### config.mk
export PLATFORM = sky130hd
export DESIGN_NAME = block_data_memory
export DESIGN_NICKNAME = d
export VERILOG_FILES = /design/src/rtl/block_data_memory.sv
export SDC_FILE = /design/constraint.sdc
export NUM_CORES = 2
export LEC_CHECK = 0
export CORE_ASPECT_RATIO = 0.9
export CORE_MARGIN = 3
export CORE_UTILIZATION = 64
export DETAILED_ROUTE_END_ITERATION = 8
export PLACE_DENSITY = 0.84
export REMOVE_ABC_BUFFERS = 1
export SLEW_MARGIN = 40
export SYNTH_ARGS = -nofsm -noshare
export SYNTH_HDL_FRONTEND = slang
export SYNTH_SLANG_ARGS = --single-unit
### constraint.sdc
create_clock -name CLOCK -period 3.4 [get_ports CLOCK]
set_input_delay 0.85 -clock CLOCK [delete_from_list [all_inputs] [get_ports CLOCK]]
set_output_delay 0.85 -clock CLOCK [all_outputs]
set_load 0.02 [all_outputs]
### src/rtl/block_data_memory.sv
// Block-granular data memory: the responder on the cache-to-memory interface.
// Serves whole-block reads and write-backs addressed by a block address.
// Every access holds BUSYWAIT high for a fixed latency. Completion is then
// signalled by a single BUSYWAIT-low cycle (DONE), during which the cache
// latches READDATA.
// LATENCY is expected to lie in 1..15 so the load value fits the 4-bit counter.
module block_data_memory #(
    parameter int LATENCY    = 5,
    parameter int ADDR_WIDTH = 6,
    parameter int DATA_WIDTH = 32
) (
    input  logic                  CLOCK,
    input  logic                  RESET_N,
    input  logic                  READ,
    input  logic                  WRITE,
    input  logic [ADDR_WIDTH-1:0] ADDRESS,
    input  logic [DATA_WIDTH-1:0] WRITEDATA,
    output logic [DATA_WIDTH-1:0] READDATA,
    output logic                  BUSYWAIT
);

    localparam int         DEPTH      = 1 << ADDR_WIDTH;
    localparam logic [3:0] COUNT_LOAD = 4'(LATENCY - 1);

    typedef enum logic [1:0] {
        IDLE   = 2'd0,
        ACCESS = 2'd1,
        DONE   = 2'd2
    } state_t;

    state_t                  state;
    logic [3:0]              counter;
    logic [ADDR_WIDTH-1:0]   req_addr;
    logic [DATA_WIDTH-1:0]   req_data;
    logic                    req_write;
    logic [DATA_WIDTH-1:0]   mem [DEPTH];
    logic                    access_fire;

    // The access itself happens on the last ACCESS edge, when the counter has run out.
    assign access_fire = (state == ACCESS) && (counter == 4'd0);

    // Sequencer: capture the request in IDLE, count down in ACCESS, then spend one cycle in DONE.
    always_ff @(posedge CLOCK or negedge RESET_N) begin
        if (!RESET_N) begin
            state     <= IDLE;
            counter   <= 4'd0;
            req_addr  <= '0;
            req_data  <= '0;
            req_write <= 1'b0;
        end else begin
            case (state)
                IDLE: begin
                    if (READ || WRITE) begin
                        req_addr  <= ADDRESS;
                        req_data  <= WRITEDATA;
                        req_write <= WRITE;
                        counter   <= COUNT_LOAD;
                        state     <= ACCESS;
                    end
                end
                ACCESS: begin
                    if (counter != 4'd0) begin
                        counter <= counter - 4'd1;
                    end else begin
                        state <= DONE;
                    end
                end
                DONE: begin
                    state <= IDLE;
                end
                default: begin
                    state <= IDLE;
                end
            endcase
        end
    end

    // Storage array: cleared on reset, and written only when a captured write completes.
    always_ff @(posedge CLOCK or negedge RESET_N) begin
        if (!RESET_N) begin
            for (int i = 0; i < DEPTH; i++) begin
                mem[i] <= '0;
            end
        end else if (access_fire && req_write) begin
            mem[req_addr] <= req_data;
        end
    end

    // Read data register: updated only when a read completes, and holds its value otherwise.
    always_ff @(posedge CLOCK or negedge RESET_N) begin
        if (!RESET_N) begin
            READDATA <= '0;
        end else if (access_fire && !req_write) begin
            READDATA <= mem[req_addr];
        end
    end

    // Busy indication: raised combinationally by a new request in IDLE, and forced low while in reset.
    always_comb begin
        BUSYWAIT = 1'b0;
        if (RESET_N) begin
            case (state)
                IDLE:    BUSYWAIT = READ | WRITE;
                ACCESS:  BUSYWAIT = 1'b1;
                DONE:    BUSYWAIT = 1'b0;
                default: BUSYWAIT = 1'b0;
            endcase
        end
    end

endmodule

## Yosys cells after proc, flatten, opt, wreduce, memory -nomap -nowiden

Index checks and enable logic that the tools add are counted.

- Bits in registers: 2125
- Output and inout port bits: 33
- Logic and storage cells: 106

- Add/sub/neg operators: 1
- Magnitude comparators: 2
- Equality and inequality tests: 4
- Multiplexer cells: 14
- Bitwise operators: 2
- Reduce and logical (&&, ||, !) cells: 13

Operators with widths:

| operator | count |
|---|---|
| bitwise mux 2048 bit | 1 |
| binary-select mux 32 bit (select 6 bit) | 1 |
| demux 32 bit (select 6 bit) | 1 |
| two-way mux 32 bit | 3 |
| two-way mux 4 bit | 2 |
| one-hot mux 4 bit (2 select lines) | 1 |
| greater-or-equal comparator 7 bit, second input constant | 1 |
| less-than comparator 7 x 1 -> 1 bit, second input constant | 1 |
| NOT 6 -> 7 bit | 1 |
| logical AND 1 bit | 4 |
| zero test 4 bit | 1 |
| two-way mux 2 bit | 2 |
| != test 2 bit, second input constant | 2 |
| one-hot mux 2 bit (2 select lines) | 1 |
| AND reduction 2 bit | 2 |
| nonzero test 4 bit | 1 |
| subtractor 4 x 1 -> 4 bit, second input constant | 1 |
| AND reduction 3 bit | 1 |
| == test 2 x 1 -> 1 bit, second input constant | 1 |
| zero test 2 bit | 1 |
| != test 2 x 1 -> 1 bit, second input constant | 1 |
| one-hot mux 1 bit (2 select lines) | 1 |
| nonzero test 2 bit | 1 |
| zero test 1 bit | 1 |
| other kinds (3) | 3 |

## Longest topological paths before layout

- Depth in word-level cells: 6
- Depth in mapped cells: 12
- Depth with buffers taken out: 8

## Worst setup path after synthesis

No wires, ideal clock.

- Path type: register to register
- Start: register counter[0]
- End: register mem[1313] in the netlist's numbering
- Setup time: 0.125 ns
- Arrival: 2.236 ns
- Slack: 1.039 ns
- Cell stages (with the launch flop): 11
- Path buffers: 2
- Path through: dfrtp_1 > inv_1 > ha_1 > or3b_4 > nor2_2 > and2_1 > buf_8 > nand2_4 > nor2_4 > buf_4 > mux2_2

- Longest elaborated chain between the ends: 3

RTL lines:

| item | RTL line | RTL |
|---|---|---|
| from (decl) | 32 | `logic [3:0] counter;` |
| from (signal assigned) | 63 | `counter <= counter - 4'd1;` |
| zero test 4 bit | 40 | `assign access_fire = (state == ACCESS) && (counter == 4'd0);` |
| logical AND 1 bit | 40 |  |
| logical AND 1 bit | 84 | `end else if (access_fire && req_write) begin` |
| to (signal, indexed assignment) | 85 | `mem[req_addr] <= req_data;` |
| to (decl) | 36 | `logic [DATA_WIDTH-1:0] mem [DEPTH];` |

Every way passes these cells.
A chain may end at the register's enable or synchronous reset.

## Final worst setup path

- Start: register req_addr[2]
- End: register READDATA[17]

- Longest elaborated chain between the ends: 4

RTL lines:

| item | RTL line | RTL |
|---|---|---|
| from (decl) | 33 | `logic [ADDR_WIDTH-1:0] req_addr;` |
| from (signal assigned) | 47 | `req_addr <= '0;` |
| from (signal assigned) | 54 | `req_addr <= ADDRESS;` |
| NOT 6 -> 7 bit (implied by the code) | 94 | `READDATA <= mem[req_addr];` |
| binary-select mux 32 bit (select 6 bit) | 94 |  |
| two-way mux 32 bit (implied by the code) (2 in series) | 94 |  |
| to (signal assigned) | 94 |  |
| to (decl) | 18 | `output logic [DATA_WIDTH-1:0] READDATA,` |

Every way passes these cells. The select of a mux whose other input is x is not followed.

==> impl_metrics.env <==
export IMPL_worstSetupPathType="flop to flop"
export IMPL_worst_pin_slew_ns=0.9371
export IMPL_fmax_ghz=0.3039
export IMPL_wire_per_inst_microns=34.17
export IMPL_drv_slew=0
export IMPL_die_area_sq_mm=0.1555
export IMPL_finalSetupViolations=0
export IMPL_layout_drive_gt1_share=0.4481
export IMPL_finalCriticalPeriod_ns=3.290
export IMPL_p_per_area_mw_per_mm2=753.6
export IMPL_timing_final_crit_share=0.9678
export IMPL_yosys_top_cells_area="dfrtp_1 55%, mux2_2 23%, mux4_2 4.3%"
export IMPL_yosys_area_top_type_share=0.5509
export IMPL_arrival_ns=4.06
export IMPL_top_layer="met5"
export IMPL_grt_antenna_before_repair=17
export IMPL_power_frac_clock=0.288
export IMPL_ys_warn_count=0
export IMPL_fp_row_count=134
export IMPL_critPathBufInv=2
export IMPL_final_hold_violation_count=0
export IMPL_synth_common_cells="2,125 x dfrtp_1, 1,986 x mux2_2, 333 x clkbuf_1"
export IMPL_dpl_hpwl_microns=182400
export IMPL_area_delta_synth_final_pct=11.87
export IMPL_synth_edf_count=0
export IMPL_syn_cell_area_sq_mm=0.09653
export IMPL_cts_max_path_buffers=3
export IMPL_post_cts_setup_buffers=0
export IMPL_drc=0
export IMPL_die_h_microns=374.4
export IMPL_crit_fanout=19
export IMPL_total_power_mw=81.38
export IMPL_cts_tree="built"
export IMPL_fillers=8913
export IMPL_ys_seq_area_frac=0.5509
export IMPL_dp_cells=8450
export IMPL_endpoint_kind="flop"
export IMPL_async_flop_share=1.000
export IMPL_gp_congestion=0.8898
export IMPL_cap_violations=0
export IMPL_via_per_inst=7.275
export IMPL_grt_pass1_wl_microns=445800
export IMPL_ant_nets=0
export IMPL_grt_overflow_total=0
export IMPL_skew_ns=0.05039
export IMPL_final_util=0.7245
export IMPL_power_switching_mw=30.72
export IMPL_p_sw_frac=0.3776
export IMPL_ir_worst_vdd_mv=1.257
export IMPL_startpoint_type="flop"
export IMPL_nets=6727
export IMPL_ios=75
export IMPL_met2_length_microns=132200
export IMPL_p_seq_frac=0.411
export IMPL_path_delay_family="compound AO/OA/AOI/OAI gates"
export IMPL_grt_max_degree=172
export IMPL_dominantRegCellSynth="dfrtp_1"
export IMPL_first_pass_iters=6
export IMPL_cts_root_buf="clkbuf_16"
export IMPL_status="finished, final reports clean"
export IMPL_ys_types=72
export IMPL_design_area_sq_mm=0.1080
export IMPL_critPathMostFrequentCell="buf_4"
export IMPL_clk_pin_slew_worst_paths_ns=0.06
export IMPL_start_util=0.6476
export IMPL_synth_area_leader_cell="dfrtp_1"
export IMPL_yosysMostFrequentCell="dfrtp_1"
export IMPL_vias=64230
export IMPL_grt_usage=0.3877
export IMPL_hold_buffers=0
export IMPL_core_area_sq_mm=0.1491
export IMPL_cts_sinks=2125
export IMPL_power_frac_comb=0.301
export IMPL_grt_pass1_vias=67060
export IMPL_leakage_nw=51.90
export IMPL_routed_wl_microns=301700
export IMPL_portBuffers=74
export IMPL_relSlewSlack=0.3753
export IMPL_crit_chain="buf_4, nor2b_4, buf_4, a221oi_1, nor2_1, o21ai_0, o2111ai_1, o22a_1"
export IMPL_h_tree_depth=4
export IMPL_syn_avg_cell_area_sq_um=14.47
export IMPL_p_int_mw=50.65
export IMPL_wl_met3_microns=40490
export IMPL_crit_path_max_incr_delay_ns=0.80
export IMPL_cts_buffers_inserted=202
export IMPL_placed_area_sq_mm=0.1010
export IMPL_synth_seq_cells=2125
export IMPL_dieWidth_microns=415.4
export IMPL_finalSetupTns_ns=0
export IMPL_holdCritPathClass="input port to async pin"
export IMPL_syn_inst=6673
export IMPL_cp_slowest_cell="dfrtp_4"
export IMPL_required_ns=4.17
export IMPL_worst_skew_pair_late_latency_ns=0.88
export IMPL_first_iter_violations=8408
export IMPL_cts_resized_gates=2
export IMPL_fin_cells=8829
export IMPL_met1Wirelength_microns=108800
export IMPL_rsz0062_at_grt="no"
## worst paths after layout
check                      cells after the start                  endpoint                    start  slack (ns)
max in group asynchronous                      4      mem[706]$_DFFE_PN0P_                  RESET_N        1.53
min in group CLOCK                             1      mem[975]$_DFFE_PN0P_     mem[975]$_DFFE_PN0P_        0.48
setup reg to reg                               8  READDATA[17]$_DFFE_PN0P_  req_addr[2]$_DFFE_PN0P_        0.11
hold / removal                                 2     mem[1605]$_DFFE_PN0P_                  RESET_N        0.08
hold reg to reg                                1      mem[975]$_DFFE_PN0P_     mem[975]$_DFFE_PN0P_        0.48
setup / recovery                               8  READDATA[17]$_DFFE_PN0P_  req_addr[2]$_DFFE_PN0P_        0.11
## layout make-up
| class | count | area [sq um] | share of cell area |
|---|---|---|---|
| antenna | 6 | 15.01 | 0.0001390 |
| timing repair buffer | 503 | 5523 | 0.05114 |
| clock inverter | 66 | 870.8 | 0.008064 |
| inverter | 5 | 25.02 | 0.0002317 |
| sequential | 2125 | 53280 | 0.4934 |
| tap | 1972 | 2467 | 0.02285 |
| multi-input combinational | 3847 | 39780 | 0.3683 |
| clock buffer | 305 | 6027 | 0.05581 |
## logic make-up (layout without fill, tap and decap cells)
| group | count (synthesis) | count (layout) | share of synthesized area |
|---|---|---|---|
| AOI/OAI and AO/OA | 827 | 827 | 0.06428 |
| and+or+nand+nor | 424 | 424 | 0.02386 |
| DFF | 2125 | 2125 | 0.5509 |
| adders and majority gates | 1 | 1 | 0.0001296 |
| muxes | 2593 | 2593 | 0.3207 |
| xor gates and xnor gates | 2 | 2 | 0.0001815 |
| buffers and inverters | 701 | 879 | 0.03997 |
| other | 0 | 6 | 0 |
## per-layer routing
metal	track usage	up-vias
met5	0.004006	-
met4	0.2161	8
met3	0.1412	1272
met2	0.5679	4504
met1	0.5034	33670
li1	-	24780
## per-stage QoR
| step | worst slack, ns | hold slack, ns |
|---|---|---|
| 2_1_floorplan | -26.94 | 0.4495 |
| 3_3_place_gp | -0.2200 | 0.4619 |
| 3_5_place_dp | -0.2101 | 0.4715 |
| 4_1_cts | 0.1352 | 0.1190 |
| 5_1_grt | 0.1062 | 0.08057 |
| 6_report | 0.1096 | 0.07747 |
## power groups by stage
stage / combinational [mW] / sequential [mW] / clock (mW)
3_5_place_dp: 23.3 / 33.5 / 0
6_report: 24.5 / 33.4 / 23.5
3_3_place_gp: 22.8 / 33.0 / 0
5_1_grt: 25.0 / 33.6 / 24.6
2_1_floorplan: 7.79 / 31.9 / 0
4_1_cts: 23.5 / 33.1 / 23.5
## worst register-to-register path, stage by stage (launching register included)
cell       delay, ns
dfrtp_4         0.80
buf_4           0.41
nor2b_4         0.19
buf_4           0.23
a221oi_1        0.39
nor2_1          0.09
o21ai_0         0.62
o2111ai_1       0.25
o22a_1          0.23
## layout by cell type (no fill, tap or decap), types with 7 or more instances in the layout
| cell | Yosys | final |
|---|---|---|
| dfrtp_2 | 0 | 10 |
| mux4_2 | 185 | 185 |
| nor3_1 | 13 | 12 |
| o2111ai_1 | 14 | 13 |
| o32a_1 | 16 | 16 |
| bufinv_16 | 0 | 15 |
| dfrtp_4 | 0 | 25 |
| o21ai_0 | 98 | 97 |
| and3_1 | 9 | 9 |
| buf_12 | 0 | 113 |
| a22o_1 | 27 | 27 |
| a21oi_1 | 74 | 74 |
| dfrtp_1 | 2125 | 2090 |
| a211oi_1 | 11 | 11 |
| o221ai_1 | 7 | 7 |
| nand2_4 | 7 | 7 |
| clkbuf_16 | 0 | 206 |
| clkdlybuf4s50_1 | 0 | 73 |
| nor2_4 | 40 | 68 |
| a221oi_1 | 276 | 276 |
| mux2_2 | 1986 | 1986 |
| mux2_1 | 162 | 162 |
| nand3_1 | 36 | 36 |
| clkbuf_8 | 0 | 50 |
| o22ai_1 | 66 | 66 |
| mux2i_1 | 260 | 260 |
| nand4_1 | 16 | 16 |
| nor2_1 | 128 | 125 |
| clkinv_2 | 0 | 34 |
| a22oi_1 | 161 | 161 |
| nand2_1 | 103 | 103 |
| o211ai_1 | 7 | 7 |
| clkbuf_1 | 333 | 49 |
| a221o_1 | 7 | 7 |
| o22a_1 | 17 | 17 |
| a31oi_1 | 19 | 19 |
| buf_4 | 185 | 305 |
## state kept, by name, indices dropped and copies added, names as in the netlist
register,count
state,2
mem,2048
READDATA,32
req_data,32
req_addr,6
counter,4
req_write,1
Power figures use the tool's default switching activity.
